--- src/rtl/wb_pkg.sv ---
// Shared types for the two-master Wishbone arbiter.
// The state encoding matches the one-hot grant encoding, so the FSM state
// can be read directly on gnt_o.
package wb_pkg;

    typedef enum logic [1:0] {
        IDLE = 2'b00,
        GNT0 = 2'b01,
        GNT1 = 2'b10
    } arb_state_t;

    localparam logic [1:0] GNT_NONE = 2'b00;
    localparam logic [1:0] GNT_M0   = 2'b01;
    localparam logic [1:0] GNT_M1   = 2'b10;

endpackage

--- src/rtl/wb_timeout_cnt.sv ---
// Watchdog counter. Counts enabled cycles and raises a one-cycle expired
// pulse on the cycle whose count would reach LIMIT. The counter then restarts.
// A clear in the same cycle suppresses the pulse, so an ack arriving in the
// expiry cycle takes priority.
module wb_timeout_cnt #(
    parameter int unsigned LIMIT = 255
) (
    input  logic clk,
    input  logic rst_n,
    input  logic en,
    input  logic clr,
    output logic expired
);

    localparam int unsigned CW = $clog2(LIMIT + 1);

    logic [CW-1:0] count;

    assign expired = en && !clr && (count == CW'(LIMIT - 1));

    // Count register: clear wins, expiry restarts, otherwise count when enabled.
    always_ff @(posedge clk or negedge rst_n) begin
        if (!rst_n) begin
            count <= '0;
        end else if (clr || expired) begin
            count <= '0;
        end else if (en) begin
            count <= count + 1'b1;
        end
    end

endmodule

--- src/rtl/wb_arbiter_2m.sv ---
// Two-master, one-slave Wishbone arbiter (m0 = instruction fetch,
// m1 = data access). The grant is held for a whole cyc. Every handover
// passes through one IDLE cycle. A watchdog aborts accesses that the slave
// never acknowledges.
//
// Handshake: an access completes in a cycle where the granted master has
// stb high and the slave returns ack. The ack is forwarded only to the
// granted master, gated with that master's stb. Read data is forwarded
// to both masters and is valid only when accompanied by ack.
module wb_arbiter_2m
    import wb_pkg::*;
#(
    parameter int unsigned ADDR_WIDTH = 32,
    parameter int unsigned DATA_WIDTH = 32,
    parameter bit          RR_EN      = 1'b1,
    parameter int unsigned TIMEOUT    = 255
) (
    input  logic                    clk,
    input  logic                    reset,
    // master 0
    input  logic                    m0_cyc_i,
    input  logic                    m0_stb_i,
    input  logic                    m0_we_i,
    input  logic [ADDR_WIDTH-1:0]   m0_adr_i,
    input  logic [DATA_WIDTH-1:0]   m0_dat_i,
    input  logic [DATA_WIDTH/8-1:0] m0_sel_i,
    output logic                    m0_ack_o,
    output logic                    m0_err_o,
    output logic [DATA_WIDTH-1:0]   m0_dat_o,
    // master 1
    input  logic                    m1_cyc_i,
    input  logic                    m1_stb_i,
    input  logic                    m1_we_i,
    input  logic [ADDR_WIDTH-1:0]   m1_adr_i,
    input  logic [DATA_WIDTH-1:0]   m1_dat_i,
    input  logic [DATA_WIDTH/8-1:0] m1_sel_i,
    output logic                    m1_ack_o,
    output logic                    m1_err_o,
    output logic [DATA_WIDTH-1:0]   m1_dat_o,
    // slave
    output logic                    s_cyc_o,
    output logic                    s_stb_o,
    output logic                    s_we_o,
    output logic [ADDR_WIDTH-1:0]   s_adr_o,
    output logic [DATA_WIDTH-1:0]   s_dat_o,
    output logic [DATA_WIDTH/8-1:0] s_sel_o,
    input  logic                    s_ack_i,
    input  logic [DATA_WIDTH-1:0]   s_dat_i,
    // current grant, one-hot
    output logic [1:0]              gnt_o
);

    arb_state_t state, next_state;
    logic       last_m1;   // 1 when master 1 held the most recent grant
    logic [1:0] err_q;     // registered timeout error, bit per master
    logic       expired;
    logic       cnt_en;
    logic       cnt_clr;

    // The watchdog runs while a strobe waits for ack and is held clear in IDLE.
    assign cnt_en  = s_stb_o && !s_ack_i;
    assign cnt_clr = s_ack_i || (state == IDLE);

    wb_timeout_cnt #(
        .LIMIT (TIMEOUT)
    ) u_timeout (
        .clk     (clk),
        .rst_n   (reset),
        .en      (cnt_en),
        .clr     (cnt_clr),
        .expired (expired)
    );

    // Next-state: arbitrate only from IDLE, hold the grant while cyc stays high.
    always_comb begin
        next_state = state;
        case (state)
            IDLE: begin
                if (m0_cyc_i && m1_cyc_i) begin
                    if (RR_EN) begin
                        next_state = last_m1 ? GNT0 : GNT1;
                    end else begin
                        next_state = GNT1;
                    end
                end else if (m0_cyc_i) begin
                    next_state = GNT0;
                end else if (m1_cyc_i) begin
                    next_state = GNT1;
                end
            end
            GNT0: begin
                if (expired || !m0_cyc_i) begin
                    next_state = IDLE;
                end
            end
            GNT1: begin
                if (expired || !m1_cyc_i) begin
                    next_state = IDLE;
                end
            end
            default: next_state = IDLE;
        endcase
    end

    // State, round-robin history and error pulse registers.
    always_ff @(posedge clk or negedge reset) begin
        if (!reset) begin
            state   <= IDLE;
            last_m1 <= 1'b1;
            err_q   <= 2'b00;
        end else begin
            state <= next_state;
            if (state == GNT0 && next_state == IDLE) begin
                last_m1 <= 1'b0;
            end else if (state == GNT1 && next_state == IDLE) begin
                last_m1 <= 1'b1;
            end
            if (expired) begin
                err_q <= (state == GNT1) ? GNT_M1 : GNT_M0;
            end else begin
                err_q <= 2'b00;
            end
        end
    end

    // Forwarding: steer the granted master onto the slave port and route ack back.
    always_comb begin
        gnt_o    = GNT_NONE;
        s_cyc_o  = 1'b0;
        s_stb_o  = 1'b0;
        s_we_o   = 1'b0;
        s_adr_o  = '0;
        s_dat_o  = '0;
        s_sel_o  = '0;
        m0_ack_o = 1'b0;
        m1_ack_o = 1'b0;
        case (state)
            GNT0: begin
                gnt_o    = GNT_M0;
                s_cyc_o  = m0_cyc_i;
                s_stb_o  = m0_stb_i;
                s_we_o   = m0_we_i;
                s_adr_o  = m0_adr_i;
                s_dat_o  = m0_dat_i;
                s_sel_o  = m0_sel_i;
                m0_ack_o = s_ack_i && m0_stb_i;
            end
            GNT1: begin
                gnt_o    = GNT_M1;
                s_cyc_o  = m1_cyc_i;
                s_stb_o  = m1_stb_i;
                s_we_o   = m1_we_i;
                s_adr_o  = m1_adr_i;
                s_dat_o  = m1_dat_i;
                s_sel_o  = m1_sel_i;
                m1_ack_o = s_ack_i && m1_stb_i;
            end
            default: ;
        endcase
    end

    assign m0_dat_o = s_dat_i;
    assign m1_dat_o = s_dat_i;
    assign m0_err_o = err_q[0];
    assign m1_err_o = err_q[1];

endmodule

--- config.mk ---
export PLATFORM = sky130hd
export DESIGN_NAME = wb_arbiter_2m
export DESIGN_NICKNAME = d
export VERILOG_FILES = /design/src/rtl/wb_pkg.sv /design/src/rtl/wb_timeout_cnt.sv /design/src/rtl/wb_arbiter_2m.sv
export SDC_FILE = /design/constraint.sdc
export NUM_CORES = 1
export LEC_CHECK = 0
export ABC_AREA = 1
export CORE_AREA = 2 2 122 124
export CTS_CLUSTER_SIZE = 24
export DETAILED_ROUTE_END_ITERATION = 10
export DIE_AREA = 0 0 124 126
export DONT_BUFFER_PORTS = 1
export PLACE_DENSITY = 0.3
export SLEW_MARGIN = 20
export SYNTH_ARGS = -nofsm -noshare
export SYNTH_HDL_FRONTEND = slang
export SYNTH_HIERARCHICAL = 1
export SYNTH_SLANG_ARGS = --single-unit
--- constraint.sdc ---
create_clock -name clk -period 2.4 [get_ports clk]
set_input_delay 0.24 -clock clk [delete_from_list [all_inputs] [get_ports clk]]
set_output_delay 0.24 -clock clk [all_outputs]
set_load 0.02 [all_outputs]
# Word-level counts from Yosys, hierarchy flattened
# Cells that the tools add are included.
[totals]
reg_bits = 13
inputBits = 177
out_inout_bits = 141
wordCells = 50
[classes]
add_sub_neg = 1
n_eq_ne = 3
mux = 22
n_reduce_logical = 20
[ops]
columns = ["operator", "count"]
rows = [
  ["$pmux W32 S2", 2],
  ["$mux W2", 8],
  ["$mux W8", 2],
  ["$add A8 B1 Y8 const B", 1],
  ["$eq A8 B8 Y1 const B", 1],
  ["$logic_and A1 B1 Y1", 8],
  ["$pmux W4 S2", 1],
  ["$pmux W1 S2", 3],
  ["$pmux W2 S3", 1],
  ["$logic_not A1 Y1", 4],
  ["$logic_not A2 Y1", 2],
  ["$logic_or A1 B1 Y1", 4],
  ["$mux W1", 4],
  ["$pmux W2 S2", 1],
  ["$reduce_bool A2 Y1", 2],
  ["$eq A2 B1 Y1 const B", 1],
  ["$eq A2 B2 Y1 const B", 1],
]

# Logic depth before layout (Yosys ltp)
# Gate-level depths: netlist of run 1.
[depth]
depth_word = 12
mapped_depth = 18
depth_no_buf = 17

# Cells and area by module
# Netlist of run 1, hierarchy kept.
[modules_own_cells]
columns = ["mod", "instances", "cells_per_inst", "area_each_um2", "seq_area_each_um2"]
rows = [
  ["wb_arbiter_2m", 1, 349, 1843.0, 126.4],
  ["wb_timeout_cnt", 1, 69, 496.7, 200.2],
]

# Worst setup path after synthesis of run 1
# Ideal clock, no wire load.
[synth_timing]
kind = "reg2reg"
startpoint = "reg state[0]"
endpoint = "reg last_m1"
setup_ns = 0.058
arrival_time_ns = 2.439
required_time_ns = 2.342
path_slack_ns = -0.097
stages_incl_launch_ff = 19
n_path_buf = 1
period_less_slack_ns = 2.497
path_cell_list = "dfrtp_1 > inv_1 > ha_1 > buf_4 > nand2_1 > a21oi_1 > and2_1 > nand2_1 > inv_1 > nand3_2 > inv_1 > inv_1 > nand3_1 > nand2_1 > nand2_1 > nand3_1 > nand2_1 > nand2_1 > inv_1"
[synth_between]
elab_chain_len = 11
elab_cells_between_ends = 22
cone_classes = "2 x eq/ne; 8 x mux; 12 x reduce/logical"
[synth_rtl]
columns = ["element", "line_no", "source"]
rows = [
  ["start, declared", "wb_arbiter_2m.sv:53", "arb_state_t state, next_state;"],
  ["start signal, assigned", "wb_arbiter_2m.sv:112", "state <= next_state;"],
  ["$eq A2 B2 Y1 / $eq A2 B1 Y1 (equally long branches)", "wb_arbiter_2m.sv:137", "case (state)"],
  ["$pmux W1 S2 *", "wb_arbiter_2m.sv:137", ""],
  ["named net s_stb_o", "wb_arbiter_2m.sv:42", "output logic s_stb_o,"],
  ["$logic_and A1 B1 Y1 *", "wb_arbiter_2m.sv:61", "assign cnt_en = s_stb_o && !s_ack_i;"],
  ["named net cnt_en", "wb_arbiter_2m.sv:57", "logic cnt_en;"],
  ["$logic_and A1 B1 Y1 * (2 in a row)", "wb_timeout_cnt.sv:19", "assign expired = en && !clr && (count == CW'(LIMIT - 1));"],
  ["named net expired", "wb_arbiter_2m.sv:56", "logic expired;"],
  ["$logic_or A1 B1 Y1, on equally long branches", "wb_arbiter_2m.sv:97, wb_arbiter_2m.sv:92", ""],
  ["$mux W2, on equally long branches", "wb_arbiter_2m.sv:97, wb_arbiter_2m.sv:92", ""],
  ["$pmux W2 S3 *", "wb_arbiter_2m.sv:77", "case (state)"],
  ["$logic_not A2 Y1 *", "wb_arbiter_2m.sv:113, wb_arbiter_2m.sv:115", ""],
  ["$logic_and A1 B1 Y1, on equally long branches", "wb_arbiter_2m.sv:113, wb_arbiter_2m.sv:115", ""],
  ["$mux W1 / $reduce_bool A2 Y1 (equally long branches)", "-", ""],
  ["end signal, assigned", "wb_arbiter_2m.sv:109", "last_m1 <= 1'b1;"],
  ["end signal, assigned", "wb_arbiter_2m.sv:114", "last_m1 <= 1'b0;"],
  ["end signal, assigned", "wb_arbiter_2m.sv:116", "last_m1 <= 1'b1;"],
  ["end, declared", "wb_arbiter_2m.sv:54", "logic last_m1;"],
]
# Mark *: on every way through the listed nets, which the timed path passes. The rest lies on a longest branch.
# A chain may end at the register's enable or synchronous reset.

# Worst setup path in the final report of run 1
[layout_timing]
startpoint = "reg state[1]"
endpoint = "out s_adr_o[8]"
[layout_between]
elab_chain_len = 2
elab_cells_between_ends = 3
cone_classes = "2 x eq/ne; 1 x mux"
[layout_rtl]
columns = ["element", "line_no", "source"]
rows = [
  ["$eq A2 B2 Y1 / $eq A2 B1 Y1 (equally long branches)", "wb_arbiter_2m.sv:137", ""],
  ["$pmux W32 S2 *", "wb_arbiter_2m.sv:137", ""],
  ["end, declared", "wb_arbiter_2m.sv:44", "output logic [ADDR_WIDTH-1:0] s_adr_o,"],
]
# Mark *: on every way between the ends. The rest lies on a longest branch, timed or not.

==> reports/metrics.cfg, run 1 <==
[finish]
multiInputGateArea_sq_mm=0.00132
diodes=0
drive_gt1_frac=0.148
fin_cells=555
seqCellArea_sq_um=327
final_common_cell=nand2_1
final_nets=556
design_area_sq_mm=0.00236
syn_to_final_growth_pct=0.802
final_cell_mix=nand2_1 (177), a21oi_1 (70), buf_4 (32), inv_1 (24), dfrtp_1 (12)
fillers=1677

[clock_network]
clockBufferDepth=2
clock_latency_ps=240
cts-root-buf=clkbuf_16
cts.sinks=13
clkTransAtPathRegs_ps=40
postCtsSetupRepairBufs=0
cts_buffers=3
htreeDepth=1
cts_tree=built

[die]
row_count=44
chipHeight_um=126
die_area_sq_mm=0.0156
start_util=0.163
io_pins=318
core_region_area_sq_mm=0.0143
die_w_um=124

[timing]
fmax_mhz=467
hold_viol=0
final.setup_skew_ps=4.47
min_period_over_period=0.892
grt_setup_unrepaired=no
setup_violations=0
final_max_slew_viol_count=0
min_period_ps=2140
max_slew_margin=0.593
worst_slew_pin_slew_ps=608
fin_tns_setup_ps=0

[route]
routed-via-count=2328
wl_per_cell_um=17.8
vias_per_cell=4.19
drt_iter0_markers=97
finalWirelength_um=9870
drc=0
drt_first_pass_iters=4
ant_nets=0

[power]
powerDensity_mw_per_mm2=1150
leakage_nw=0.942
ir_drop_uv=598
total_power_w=0.00272

[setup_path]
cp_max_fo=50
cp_num_buf_inv=2
critPathLaunchType=flop
path_delay_family=buffers and inverters
worst-setup-path-type=reg -> out
slowest_stage=dfrtp_1
worst_ep_required_time_ps=2160
reg2reg_slack_ps=380
endpoint_kind=primary output
slowest_delay_ps=430
r2r_start=state[0]$_DFF_PN0_
r2r-end=last_m1$_DFFE_PN1P_
cp_data_arrival_time_ps=1900
ff2ff_path_depth=17
worstPathCellList=inv_1 -> ha_2 -> buf_6 -> nand2_1 -> a21oi_1

[job]
max_cap_violations=0

[synthesis]
yosys_warnings=6
syn_area_sq_mm=0.00234
synth_cells=418
syn-mean-instance-area_sq_um=5.60
syn-num-nets=602
synthDistinctLibCells=23
synth_top_cell_by_area=nand2_1
synth.top_cell.area_share=0.284
synth_area_leaders=nand2_1 (28%), buf_4 (21%), a21oi_1 (15%)
ys_seq_area_frac=0.140
synth-seq-cells=13

[placement]
gp_congestion=0.697
dp_hpwl_um=8210
placed_cell_area_sq_mm=0.00227
dp.cells=550
port_buffers=0

[grt]
antenna_found_initial=0
first_global_vias=2103
grt_pass1_wl_um=12900
gr-total-overflow=0
grt_usage=0.112
grt_max_degree=72

[run_status]
status=complete, no violations

[worst_hold_path]
hold_path.startpoint=m1_cyc_i
hold_path_class=in -> reg
holdPathStages=6
min_to=state[1]$_DFF_PN0_

-- final cells by class --
class / instances / share of cell area
clock buffers: 4 / 0.0334
inverters: 26 / 0.0414
multi-input cells: 292 / 0.561
flip-flops and latches: 13 / 0.138
well taps: 184 / 0.0976
repair buffers: 36 / 0.128
-- registers in the layout, indices dropped and copies added, names as in the netlist --
register and flops:
state 2, u_timeout/count 8, err_q 2, last_m1 1
-- layer usage --
metal  share of wire  track usage
met5               0            0
met4          0.0085       0.0192
met2            0.48        0.187
met1            0.36        0.126
met3            0.16       0.0620
-- how the worst max path moves through the flow --
stage                                   from                   to  slack (ps)  cells past startpoint
final                     state[1]$_DFF_PN0_           s_adr_o[8]         260                      5
after global routing      state[1]$_DFF_PN0_           s_adr_o[8]          90                      5
after CTS                 state[1]$_DFF_PN0_           s_adr_o[8]         100                      5
after detailed placement  state[1]$_DFF_PN0_           s_adr_o[8]         360                      5
after global placement    state[0]$_DFF_PN0_  last_m1$_DFFE_PN1P_         400                     17
after floorplan           state[0]$_DFF_PN0_  last_m1$_DFFE_PN1P_          30                     18
-- report_power, final --
group | switching (W) | internal [W]
sequential | 0.0000249 | 0.000250
combinational | 0.00157 | 0.000556
clock | 0.0000909 | 0.000224
-- worst reg2reg max path, delay by kind of cell (launching register included) --
family / cells / cell delay (ps)
fa+ha+maj: 1 / 220
simple gates: 10 / 790
buf+inv: 5 / 380
compound gates: 1 / 140
flops: 1 / 410
-- metrics by stage --
stage	utilization	hold slack (ps)	worst slack, ps
floorplan	-	-55.6	26.1
global placement	0.158	-55.2	398
detailed placement	0.158	-55.3	362
CTS	0.165	346	96.7
global route	0.165	381	90.0
finish	0.165	349	259
-- cells in the mapped netlist --
cell / n
nand2_1: 177
clkbuf_1: 7
buf_4: 67
nor2_1: 11
inv_1: 24
buf_2: 12
o21ai_0: 2
xor2_1: 1
dfstp_2: 1
nand3_1: 10
buf_6: 1
dfrtp_1: 12
nor2_2: 4
ha_1: 7
nand2_4: 1
nor2_4: 1
or2_2: 1
nand3_2: 1
and2_1: 1
a21oi_1: 71
xnor2_1: 1
inv_2: 2
nand2_2: 3
-- what timing repair did --
action | in CTS | in global routing
gates resized for setup | 0 | 1
hold buffers | 1 | 0
hold endpoints to repair | 13 | 0
setup endpoints to repair | 0 | 11
-- logic make-up (layout without fill, tap and decap cells) --
| group | after synthesis | in the layout | synth area share |
|---|---|---|---|
| AND/OR/NAND/NOR | 210 | 210 | 0.361 |
| AO/OA/AOI/OAI | 73 | 73 | 0.156 |
| buffers and inverters | 113 | 66 | 0.298 |
| flip-flops | 13 | 13 | 0.140 |
| adder cells (fa/ha/maj) | 7 | 7 | 0.0374 |
| XOR/XNOR | 2 | 2 | 0.00749 |
Power figures use the tool's default switching activity.
==> inputs of run 2 (changes only) <==
--- a/config.mk
+++ b/config.mk
@@ -12,6 +12,7 @@
 export DIE_AREA = 0 0 124 126
 export DONT_BUFFER_PORTS = 1
 export PLACE_DENSITY = 0.3
+export SETUP_SLACK_MARGIN = 0.4
 export SLEW_MARGIN = 20
 export SYNTH_ARGS = -nofsm -noshare
 export SYNTH_HDL_FRONTEND = slang
==> run 2 against run 1 <==
Highest routed layer unchanged. Clock-buffer cell count unchanged. Critical path depth up 1. Via count up 6.3%. Fmax up 7.4%. Largest power group unchanged. Total power up 23%. Sequential power about the same. Critical endpoint is now s_dat_o[29].
==> reports/metrics.cfg, run 2 (synthesis gave the netlist of run 1 again) <==
[timing]
grt_setup_unrepaired=yes
hold_viol=0
max_slew_margin=0.567
final_max_slew_viol_count=0
setup_violations=0
fmax_mhz=501
layout_setup_ws_ps=406
min_period_over_period=0.831
fin_tns_setup_ps=0
final.setup_skew_ps=1.47
min_period_ps=1990
worst_slew_pin_slew_ps=647

[grt]
grt_pass1_wl_um=12000
gr-total-overflow=0
first_global_vias=2111
grt_usage=0.101
grt_max_degree=64
antenna_found_initial=0

[worst_hold_path]
hold_path.startpoint=m1_cyc_i
holdPathStages=6
hold_path_class=in -> reg
min_to=state[1]$_DFF_PN0_

[finish]
reg_top3=u_timeout/count x8, err_q x2, state x2
final_cell_mix=nand2_1 (173), a21oi_1 (46), buf_4 (37), a21oi_2 (24), inv_1 (20)
fillers=1676
drive_gt1_frac=0.272
diodes=0
final_nets=568
largest_register_ffs=8
syn_to_final_growth_pct=16.0
final_common_cell=nand2_1
top_register=u_timeout/count
fin_cells=567

[setup_path]
cp_max_fo=56
cp-startpoint=state[1]$_DFF_PN0_
r2r_start=state[1]$_DFF_PN0_
ff2ff_path_depth=17
r2r-end=last_m1$_DFFE_PN1P_
cp_data_arrival_time_ps=1750
worst_ep_required_time_ps=2160
endpoint_kind=primary output
reg2reg_slack_ps=500
worst-setup-path-type=reg -> out
critPathLaunchType=flop

[job]
max_cap_violations=0

[route]
wl_per_cell_um=19.2
drt_first_pass_iters=4
ant_nets=0
drc=0
finalWirelength_um=10900
vias_per_cell=4.36
routed-via-count=2474
drt_iter0_markers=72

[run_status]
status=complete, no violations

[die]
die_area_sq_mm=0.0156
chipHeight_um=126
core_region_area_sq_mm=0.0143
io_pins=318
start_util=0.163
die_w_um=124
row_count=44

[clock_network]
htreeDepth=1
cts-root-buf=clkbuf_16
cts_buffers=3
clkTransAtPathRegs_ps=50
cts.sinks=13
cts_tree=built
clockBufferDepth=2
clock_latency_ps=240

[placement]
dp_hpwl_um=7550
dp.cells=549
post-place-ws_ps=376
gp_congestion=0.713
port_buffers=0

[power]
leakage_nw=1.06
ir_drop_uv=1050
powerDensity_mw_per_mm2=1230

==> run 2: per-layer routing <==
metal  share of wire  global-route usage  wire, um
met5               0                   0         0
met4          0.0017             0.00859        18
met3            0.12              0.0525      1270
met2            0.48               0.176      5240
met1            0.40               0.113      4340
==> run 2: how the worst max path moves through the flow <==
stage	endpoint	depth (start not counted)
floorplan	last_m1$_DFFE_PN1P_	18
detailed placement	last_m1$_DFFE_PN1P_	17
global placement	last_m1$_DFFE_PN1P_	17
finish	s_dat_o[29]	6
CTS	s_adr_o[22]	6
global route	s_dat_o[29]	6
==> run 2: timing repair <==
item / CTS / global route
setup buffers: 3 / 5
cloned: 0 / 5
endpoints found under the setup margin: 37 / 49
hold buffers: 1 / 0
endpoints found under the hold margin: 13 / 0
pin swaps: 1 / 1
gates resized for setup: 12 / 18
==> run 2: per-stage QoR <==
step | instance area [sq um] | total power [W] | util | hold WS, ps
final | 2720 | 0.00335 | 0.190 | 353
after detailed placement | 2320 | 0.00252 | 0.162 | -55.3
after CTS | 2480 | 0.00295 | 0.174 | 370
after global placement | 2320 | 0.00249 | 0.162 | -55.2
after floorplan | 2400 | 0.00205 | - | -55.6
after global routing | 2720 | 0.00359 | 0.190 | 377
==> run 2: cell type report <==
| cell class | instances | area, sq um | share of cell area |
|---|---|---|---|
| Clock buffer | 4 | 78.8 | 0.0290 |
| Inverter | 26 | 97.6 | 0.0359 |
| Tap cell | 184 | 230 | 0.0848 |
| Timing Repair Buffer | 48 | 505 | 0.186 |
| Multi-Input combinational cell | 292 | 1470 | 0.543 |
| Sequential cell | 13 | 329 | 0.121 |
==> run 2: power by group <==
part | internal, W | total, W | switching [W]
Clock | 0.000224 | 0.000316 | 0.0000917
Sequential | 0.000253 | 0.000277 | 0.0000243
Combinational | 0.000862 | 0.00275 | 0.00189
==> run 2: critical path, cell delays in order, from the launching register on <==
cell	delay (ps)
dfrtp_2	410
inv_2	70
ha_1	280
inv_2	110
buf_12	270
a21oi_1	120
buf_4	180
